--- config.mk ---
export PLATFORM = sky130hd
export DESIGN_NAME = prog_loader
export DESIGN_NICKNAME = d
export VERILOG_FILES = /design/src/rtl/prog_loader_pkg.sv /design/src/rtl/prog_loader_start_debounce.sv /design/src/rtl/prog_loader.sv
export SDC_FILE = /design/constraint.sdc
export NUM_CORES = 1
export LEC_CHECK = 0
export ABC_AREA = 0
export CORE_ASPECT_RATIO = 1.75
export CORE_MARGIN = 5
export CORE_UTILIZATION = 60
export CTS_BUF_LIST = sky130_fd_sc_hd__clkbuf_8 sky130_fd_sc_hd__clkbuf_16
export CTS_CLUSTER_SIZE = 25
export DETAILED_ROUTE_END_ITERATION = 10
export PLACE_DENSITY = 0.79
export SKIP_LAST_GASP = 1
export SLEW_MARGIN = 20
export SYNTH_ARGS = -nofsm -noshare
export SYNTH_HDL_FRONTEND = slang
export SYNTH_SLANG_ARGS = --single-unit
--- constraint.sdc ---
create_clock -name clk -period 6.5 [get_ports clk]
set_input_delay 0.65 -clock clk [delete_from_list [all_inputs] [get_ports clk]]
set_output_delay 0.65 -clock clk [all_outputs]
set_load 0.01 [all_outputs]
--- src/rtl/prog_loader_pkg.sv ---
// prog_loader_pkg: shared types and helpers for the serial program loader.
//   state_t  - loader FSM states
//   mode_t   - encodings driven on the target's mode pins
//   frame_w  - serial frame length: address + data + one pad bit
package prog_loader_pkg;

  typedef enum logic [2:0] {
    IDLE = 3'd0,
    SEND = 3'd1,
    GAP  = 3'd2,
    RUN  = 3'd3,
    FIN  = 3'd4
  } state_t;

  typedef logic [1:0] mode_t;

  localparam mode_t MODE_IDLE  = 2'b00;
  localparam mode_t MODE_SHIFT = 2'b01;
  localparam mode_t MODE_RUN   = 2'b11;

  function automatic int frame_w(input int addr_w, input int data_w);
    return addr_w + data_w + 1;
  endfunction

endpackage

--- src/rtl/prog_loader_start_debounce.sv ---
// start_debounce: 3-sample filter for the start request.
//   clk, rst : system clock, synchronous active-high reset
//   in       : raw start level
//   out      : filtered level, high only after 3 consecutive high samples
module start_debounce (
  input  logic clk,
  input  logic rst,
  input  logic in,
  output logic out
);

  logic [1:0] hist_q, hist_d;
  logic       out_q, out_d;

  always_comb begin
    hist_d = {hist_q[0], in};
    // Current sample plus the two previous ones must all be high.
    out_d  = &{hist_q, in};
  end

  // Reset to "high" so a start held across reset never looks like a new
  // rising edge downstream; a low input clears it after one cycle.
  always_ff @(posedge clk) begin
    if (rst) begin
      hist_q <= 2'b11;
      out_q  <= 1'b1;
    end else begin
      hist_q <= hist_d;
      out_q  <= out_d;
    end
  end

  assign out = out_q;

endmodule

--- src/rtl/prog_loader.sv ---
// prog_loader: serial program loader for the demo processor.
// Holds a DEPTH-word image written through the host port. A rising edge on
// start shifts N words to the target as LSB-first frames {pad, data, addr}
// on sclk_out/mosi_out, then drives mode_out to run and waits for done_in.
//
// Ports:
//   clk, rst           system clock, synchronous active-high reset
//   start              level request, rising edge starts a load
//   abort              return to IDLE next cycle from any state
//   num_words          words to send (0 or > DEPTH means DEPTH)
//   wr_en/addr/data    host image write, accepted in IDLE and FIN only
//   done_in            target finished executing
//   sclk_out/mosi_out  serial clock / data to target (sampled on sclk rise)
//   rst_n_out          ~rst to the target
//   mode_out           00 idle/gap, 01 shifting, 11 run
//   busy, done         busy outside IDLE/FIN, done while in FIN
//
// Build option: define PROG_LOADER_DEBOUNCE_EN to filter start through
// start_debounce (3 extra cycles of start latency).
module prog_loader
  import prog_loader_pkg::*;
#(
  parameter int DATA_W  = 8,
  parameter int ADDR_W  = 4,
  parameter int DEPTH   = 16,
  parameter int CLK_DIV = 1,
  parameter int GAP_CYC = 1
) (
  input  logic              clk,
  input  logic              rst,
  input  logic              start,
  input  logic              abort,
  input  logic [ADDR_W:0]   num_words,
  input  logic              wr_en,
  input  logic [ADDR_W-1:0] wr_addr,
  input  logic [DATA_W-1:0] wr_data,
  input  logic              done_in,
  output logic              sclk_out,
  output logic              mosi_out,
  output logic              rst_n_out,
  output logic [1:0]        mode_out,
  output logic              busy,
  output logic              done
);

  localparam int FRAME_W = frame_w(ADDR_W, DATA_W);
  localparam int BIT_W   = $clog2(FRAME_W);
  localparam int DIV_W   = (CLK_DIV > 1) ? $clog2(CLK_DIV) : 1;
  localparam int GAP_W   = (GAP_CYC > 1) ? $clog2(GAP_CYC) : 1;

  localparam logic [ADDR_W:0]  DEPTH_L  = (ADDR_W+1)'(DEPTH);
  localparam logic [BIT_W-1:0] LAST_BIT = BIT_W'(FRAME_W - 1);
  localparam logic [DIV_W-1:0] DIV_LAST = DIV_W'(CLK_DIV - 1);
  localparam logic [GAP_W-1:0] GAP_LAST = GAP_W'(GAP_CYC - 1);

  // ---------------------------------------------------------------------
  // Start conditioning
  // ---------------------------------------------------------------------
  logic start_f;

`ifdef PROG_LOADER_DEBOUNCE_EN
  start_debounce u_start_db (
    .clk (clk),
    .rst (rst),
    .in  (start),
    .out (start_f)
  );
`else
  assign start_f = start;
`endif

  // ---------------------------------------------------------------------
  // State
  // ---------------------------------------------------------------------
  state_t            state_q, state_d;
  logic              start_prev_q, start_prev_d;
  logic [DIV_W-1:0]  div_q, div_d;
  logic [GAP_W-1:0]  gap_q, gap_d;
  logic [BIT_W-1:0]  bit_q, bit_d;
  logic [ADDR_W-1:0] word_q, word_d;
  logic [ADDR_W:0]   n_q, n_d;
  logic              sclk_q, sclk_d;
  logic              mosi_q, mosi_d;

  logic [DATA_W-1:0] img_q [DEPTH];

  logic               start_rise;
  logic               tick;
  logic               img_we;
  logic               last_word;
  logic [ADDR_W:0]    n_eff;
  logic [BIT_W-1:0]   bit_nx;
  logic [ADDR_W-1:0]  word_nx;
  logic [FRAME_W-1:0] frame_cur;

  assign start_rise = start_f & ~start_prev_q;
  assign tick       = (div_q == DIV_LAST);
  assign n_eff      = (num_words == '0 || num_words > DEPTH_L) ? DEPTH_L : num_words;
  assign bit_nx     = bit_q + 1'b1;
  assign word_nx    = word_q + 1'b1;
  assign last_word  = ({1'b0, word_q} == n_q - 1'b1);
  // Image is read live, so a write landing on the start edge is still sent.
  assign frame_cur  = {1'b0, img_q[word_q], word_q};
  assign img_we     = wr_en && (state_q == IDLE || state_q == FIN) &&
                      ({1'b0, wr_addr} < DEPTH_L);

  always_comb begin
    state_d      = state_q;
    start_prev_d = start_f;
    div_d        = div_q;
    gap_d        = gap_q;
    bit_d        = bit_q;
    word_d       = word_q;
    n_d          = n_q;
    sclk_d       = sclk_q;
    mosi_d       = mosi_q;

    case (state_q)
      IDLE: begin
        sclk_d = 1'b0;
        if (start_rise) begin
          state_d = SEND;
          n_d     = n_eff;
          word_d  = '0;
          bit_d   = '0;
          div_d   = '0;
          // Frame bit 0 is the address LSB, which is 0 for word 0.
          mosi_d  = 1'b0;
        end
      end

      SEND: begin
        div_d = tick ? '0 : div_q + 1'b1;
        if (tick) begin
          sclk_d = ~sclk_q;
          if (sclk_q) begin
            // Falling tick: advance to the next bit or close the frame.
            if (bit_q == LAST_BIT) begin
              state_d = GAP;
              gap_d   = '0;
              sclk_d  = 1'b0;
              mosi_d  = 1'b0;
            end else begin
              bit_d  = bit_nx;
              mosi_d = frame_cur[bit_nx];
            end
          end
        end
      end

      GAP: begin
        gap_d = gap_q + 1'b1;
        if (gap_q == GAP_LAST) begin
          gap_d = '0;
          if (last_word) begin
            state_d = RUN;
          end else begin
            state_d = SEND;
            word_d  = word_nx;
            bit_d   = '0;
            div_d   = '0;
            mosi_d  = word_nx[0];
          end
        end
      end

      RUN: begin
        if (done_in) state_d = FIN;
      end

      FIN: begin
        if (!start_f) state_d = IDLE;
      end

      default: state_d = IDLE;
    endcase

    if (abort) begin
      state_d = IDLE;
      div_d   = '0;
      gap_d   = '0;
      bit_d   = '0;
      word_d  = '0;
      n_d     = '0;
      sclk_d  = 1'b0;
      mosi_d  = 1'b0;
    end
  end

  always_ff @(posedge clk) begin
    if (rst) begin
      state_q      <= IDLE;
      // Treat start as already high so a level held across reset is ignored.
      start_prev_q <= 1'b1;
      div_q        <= '0;
      gap_q        <= '0;
      bit_q        <= '0;
      word_q       <= '0;
      n_q          <= '0;
      sclk_q       <= 1'b0;
      mosi_q       <= 1'b0;
    end else begin
      state_q      <= state_d;
      start_prev_q <= start_prev_d;
      div_q        <= div_d;
      gap_q        <= gap_d;
      bit_q        <= bit_d;
      word_q       <= word_d;
      n_q          <= n_d;
      sclk_q       <= sclk_d;
      mosi_q       <= mosi_d;
    end
  end

  always_ff @(posedge clk) begin
    if (img_we) img_q[wr_addr] <= wr_data;
  end

  // ---------------------------------------------------------------------
  // Outputs
  // ---------------------------------------------------------------------
  always_comb begin
    mode_out = MODE_IDLE;
    case (state_q)
      SEND:    mode_out = MODE_SHIFT;
      RUN:     mode_out = MODE_RUN;
      default: mode_out = MODE_IDLE;
    endcase
  end

  assign sclk_out  = sclk_q;
  assign mosi_out  = mosi_q;
  assign rst_n_out = ~rst;
  assign busy      = (state_q != IDLE) && (state_q != FIN);
  assign done      = (state_q == FIN);

endmodule

## After elaboration in Yosys (flattened, before gate mapping)

Memory sizes are Yosys's and may differ from the RTL's. A register that Yosys moved wholly into a read port is not among the register bits.
Cells that the tools add are included.

| word-level totals | value |
|---|---|
| RAM bits | 128 |
| memories kept | 1 |
| input bits | 23 |
| register bits | 21 |
| word-level logic and storage cells | 104 |

| operators by class | value |
|---|---|
| add/subtract/negate cells | 5 |
| equality and inequality tests | 16 |
| bitwise logic cells | 4 |
| reductions and logical operators | 20 |
| multiplexer cells | 47 |
| order comparisons | 2 |

Memories:

| name | depth | bits a word | rd ports | clocked after Yosys merged registers in | wr ports | RTL line | text |
|---|---|---|---|---|---|---|---|
| img_q | 16 | 8 | 1 | 1 | 1 | prog_loader.sv:85 | `logic [DATA_W-1:0] img_q [DEPTH];` |

Operators by type and width:

| operator | number |
|---|---|
| $mux 4 | 10 |
| $mux 3 | 7 |
| $mux 1 | 19 |
| $ne 2x2->1 const B | 9 |
| $pmux 3 s5 | 1 |
| $reduce_and 7->1 | 2 |
| $pmux 4 s3 | 1 |
| $reduce_and 4->1 | 3 |
| $add 4x1->4 const B | 2 |
| $pmux 4 s2 | 1 |
| $eq 3x2->1 const B | 2 |
| $pmux 1 s3 | 2 |
| $reduce_and 6->1 | 1 |
| $reduce_bool 2->1 | 3 |
| $reduce_bool 3->1 | 2 |
| $eq 4x5->1 | 1 |
| $gt 5x5->1 const B | 1 |
| $logic_not 5->1 | 1 |
| $lt 4x5->1 const B | 1 |
| $mux 5 | 1 |
| $sub 5x1->5 const B | 1 |
| $bmux 1 s4 | 1 |
| $eq 4x4->1 const B | 1 |
| $pmux 1 s2 | 2 |
| other kinds (13) | 19 |

## Depth between registers and ports, before layout

| logic depth | value |
|---|---|
| depth after elaboration | 7 |
| depth in mapped cells | 10 |
| mapped depth without buffers | 9 |

## Worst setup path after synthesis

OpenSTA, ideal clock, no wires.

| path | value |
|---|---|
| kind | register to register |
| from | reg n_q[0] |
| to | reg mosi_q, in the netlist mosi_out |
| data required time | 6,408 ps |
| path slack | 4,253 ps |
| data arrival time | 2,155 ps |
| period minus slack after synthesis | 2,247 ps |
| cell stages (with the launch flop) | 10 |
| path through | dfxtp_1 inv_1 ha_1 xnor2_1 mux2i_1 o21ai_2 a21oi_4 a31oi_4 or4_1 o32ai_1 |

| on the way | value |
|---|---|
| longest elaborated chain between the ends | 4 |

Ends and longest elaborated chain:

| item | RTL line | text |
|---|---|---|
| start: declaration | prog_loader.sv:81 | `logic [ADDR_W:0] n_q, n_d;` |
| start signal: assignment | prog_loader.sv:209 | `n_q <= n_d;` |
| $sub 5x1->5 | prog_loader.sv:101 | `assign last_word = ({1'b0, word_q} == n_q - 1'b1);` |
| $eq 4x5->1 | prog_loader.sv:101 |  |
| $ne 2x2->1 (no source line) | -- |  |
| $reduce_and 6->1 (no source line) | -- |  |
| end signal: assignment | prog_loader.sv:211 | `mosi_q <= mosi_d;` |
| end: declaration | prog_loader.sv:83 | `logic mosi_q, mosi_d;` |

No other way between the ends.
A chain may end at the register's enable or synchronous reset.

## Worst setup path in the final report

| path | value |
|---|---|
| from | reg state_q[1] |
| to | out done |

| on the way | value |
|---|---|
| longest elaborated chain between the ends | 1 |

Ends and longest elaborated chain:

| item | RTL line | text |
|---|---|---|
| start: declaration | prog_loader.sv:75 | `state_t state_q, state_d;` |
| start signal: assignment | prog_loader.sv:203 | `state_q <= state_d;` |
| $eq 3x3->1 | prog_loader.sv:235 | `assign done = (state_q == FIN);` |
| end: declaration | prog_loader.sv:43 | `output logic done` |

No other way between the ends.

==> results.json <==
{
  "outcome": "complete, no violations",
  "cts_buffers": 17,
  "fmax_mhz": 363,
  "timing.hold.ws_ns": 0.549,
  "sw_frac_of_total_pct": 21.6,
  "synthesis.nets": 431,
  "drv_cap": 0,
  "initial_core_util_pct": 61.4,
  "ys_ff_latch": 151,
  "leakage_nw": 2.29,
  "rsz0062_at_grt": "false",
  "hold_viol_final": 0,
  "clock_tree.root_cell": "clkbuf_16",
  "antenna_found_initial": 0,
  "drc": 0,
  "coreArea_um2": 10300,
  "cts_sinks": 151,
  "via_count": 3573,
  "busiest_layer": "met2",
  "clk_latency_ns": 0.42,
  "crit_path_start_kind": "register",
  "grt_pass1_vias": 3651,
  "drtIter0Drc": 285,
  "design_area_um2": 7250,
  "cts_resized": 0,
  "die_x_um": 87.6,
  "grt_max_degree": 37,
  "slew_violations": 0,
  "critical_path_buf_inv_count": 1,
  "grtUsageMet1_pct": 25.0,
  "cp.required_ns": 5.85,
  "placed_area_um2": 6710,
  "hold_end": "n_q[1]$_SDFFE_PP0P_",
  "min_path_type": "reg -> reg",
  "cts_hold_buf": 0,
  "p_int_mw": 1.58,
  "nFillCells": 672,
  "wire_per_inst_um": 22.0,
  "htreeDepth": 4,
  "die_y_um": 146,
  "crit_type": "reg -> out",
  "ys_dominant_reg_cell": "edfxtp_1",
  "grt_overflow_total": 0,
  "cts_tree": "done",
  "critPathCaptureType": "output pin",
  "timing.rr.end": "mosi_out$_SDFFE_PP0P_",
  "drtPass1Iterations": 5,
  "cts_setup_buffers": 0,
  "p_comb_share_pct": 2.7,
  "synth.cell_area_um2": 6330,
  "antenna_cells": 0,
  "period_share_pct": 42.4,
  "clk_path_buf_depth": 2,
  "yosysWarnings": 0,
  "path_max_fanout": 15,
  "regToRegSetupSlack_ns": 3.85,
  "worst_pin_slew_ns": 1.01,
  "gp_congestion": 0.798,
  "slowest_stage": "clkdlybuf4s50_1",
  "utilization_pct": 70.4,
  "grtUsageTotal_pct": 21.8,
  "yosysSeqAreaShare_pct": 68.0,
  "skew_ns": 0.00831,
  "dieArea_um2": 12800,
  "cpPeakStageDelay_ns": 0.54,
  "routed_via_density": 6.20,
  "clk_pin_slew_ns": 0.06,
  "synth_edf_count": 128,
  "ir_drop_uv": 241,
  "ys_types": 53,
  "synthArstFlopShare_pct": 0,
  "power_frac_clock_pct": 44.4,
  "path_delay_family": "simple AND/OR/NAND/NOR gates",
  "setup_viol": 0,
  "finalWirelength_mm": 12.7,
  "ant_nets": 0,
  "p_per_area_nw_per_um2": 277,
  "io_pins": 30,
  "path_cells": "nor2_1 > and2_1 > clkdlybuf4s50_1",
  "grt.met3_usage_pct": 6.86,
  "min_period_ns": 2.76,
  "hold_depth": 2,
  "reg2regPathDepth": 7,
  "synthCells": 403,
  "rows": 49,
  "seqPwrFrac_pct": 52.9,
  "switchingPower_mw": 0.435,
  "setup_tns_ns": 0,
  "numPortBuffers": 29,
  "worstPathArrival_ns": 2.11,
  "layout-drive-gt1-share_pct": 16.9,
  "avgSynthCellArea_um2": 15.7,
  "syn_to_final_growth_pct": 14.6,
  "final_nets": 465,
  "grt_pass1_wl_mm": 19.9,
  "min_from": "n_q[1]$_SDFFE_PP0P_",
  "slew-limit-headroom_pct": 32.8,
  "dpl.hpwl_mm": 8.50,
  "gr-usage-met2_pct": 36.6
}
==> cell type report <==
type / instances / area [um^2] / area share [%]
Sequential cell: 151 / 4310 / 59.4
Multi-Input combinational cell: 224 / 1890 / 26.0
Clock buffer: 17 / 425 / 5.87
Timing Repair Buffer: 33 / 320 / 4.42
Tap cell: 127 / 159 / 2.19
Clock inverter: 14 / 116 / 1.60
Inverter: 10 / 37.5 / 0.518
==> per-stage QoR <==
| step | total power [mW] | cells | setup WS (ns) |
|---|---|---|---|
| after floorplan | 1.11 | 403 | 4.25 |
| after global placement | 1.14 | 545 | 3.67 |
| after detailed placement | 1.14 | 545 | 3.61 |
| after CTS | 2.02 | 576 | 3.74 |
| after global routing | 2.08 | 576 | 3.58 |
| final | 2.01 | 576 | 3.74 |
==> state kept, by name, summed over array words and instances (netlist names), named ones only <==
register      count
n_q               5
sclk_out          1
mosi_out          1
start_prev_q      1
word_q            4
img_q           128
state_q           3
bit_q             4
==> cell families after synthesis <==
kind of cell             count (synthesis)  synth area share, %
flip-flops                             151                 68.0
AND/OR/NAND/NOR                        121                 9.71
AO/OA/AOI/OAI                           49                 5.50
multiplexers                            39                 12.2
buffers and inverters                   28                 2.21
XOR/XNOR                                10                 1.38
adder cells (fa/ha/maj)                  5                0.989
==> synth_stat cells (3+ instances only) <==
cell type	count	share of area [%]
mux2i_1	8	1.3
and2_1	3	0.30
nor2b_1	9	0.89
buf_4	6	0.71
mux4_2	29	10
a221oi_1	3	0.42
dfxtp_1	23	7.3
nand4_1	3	0.30
buf_2	3	0.24
a21oi_1	14	1.1
ha_1	5	0.99
nand2_1	26	1.5
inv_1	10	0.59
xnor2_1	3	0.42
a2111oi_0	3	0.42
a22oi_1	6	0.71
nand3_1	16	1.3
nor3_1	9	0.71
edfxtp_1	128	61
nor3b_1	7	0.83
nand2b_1	3	0.30
nor2_1	30	1.8
xor2_1	7	0.97
clkbuf_1	7	0.42
o21ai_0	10	0.79
==> worst max path at each step <==
stage / startpoint / end / slack [ns] / depth (start not counted)
6_report: state_q[1]$_SDFFE_PP0P_ / done / 3.74 / 3
3_5_place_dp: wr_en / img_q[0][0]$_DFFE_PP_ / 3.61 / 4
4_1_cts: state_q[1]$_SDFFE_PP0P_ / done / 3.74 / 3
5_1_grt: register / mosi_out$_SDFFE_PP0P_ / 3.58 / 7
2_1_floorplan: n_q[0]$_SDFFE_PP0P_ / mosi_out$_SDFFE_PP0P_ / 4.25 / 9
3_3_place_gp: wr_en / img_q[0][0]$_DFFE_PP_ / 3.67 / 4
==> power by group through the flow <==
stage	sequential [mW]	clock, mW	combinational, mW
2_1_floorplan	1.08	0	0.0220
3_3_place_gp	1.08	0	0.0539
3_5_place_dp	1.08	0	0.0558
4_1_cts	1.06	0.904	0.0561
5_1_grt	1.06	0.952	0.0608
6_report	1.06	0.893	0.0553
==> metal layers <==
| layer | part of all wire [%] | wire, um | up-vias |
|---|---|---|---|
| li1 | - | - | 1642 |
| met1 | 37 | 4620 | 1786 |
| met2 | 55 | 6980 | 117 |
| met3 | 5.0 | 629 | 28 |
| met4 | 3.4 | 425 | 0 |
| met5 | 0 | 0 | - |
==> worst reg2reg max path, stage by stage (launching register included) <==
cell and delay (ns):
dfxtp_2 0.99, mux4_2 0.61, nand2_1 0.09, nand2_1 0.07
o21ai_0 0.34, nor4_1 0.09, nor3_1 0.22, o32ai_1 0.12
==> layout by cell type, fill, tap and decap left out, types with 8 or more instances in the layout <==
cell / synthesis / layout
inv_1: 10 / 10
mux2i_1: 8 / 8
nand2_1: 26 / 26
nand3_1: 16 / 16
dfxtp_1: 23 / 22
clkbuf_16: 0 / 17
edfxtp_1: 128 / 128
mux4_2: 29 / 29
a21oi_1: 14 / 14
nor2_1: 30 / 30
clkdlybuf4s50_1: 0 / 29
nor3_1: 9 / 8
o21ai_0: 10 / 10
nor2b_1: 9 / 9
Note: power is estimated with default switching activity, not from simulation.
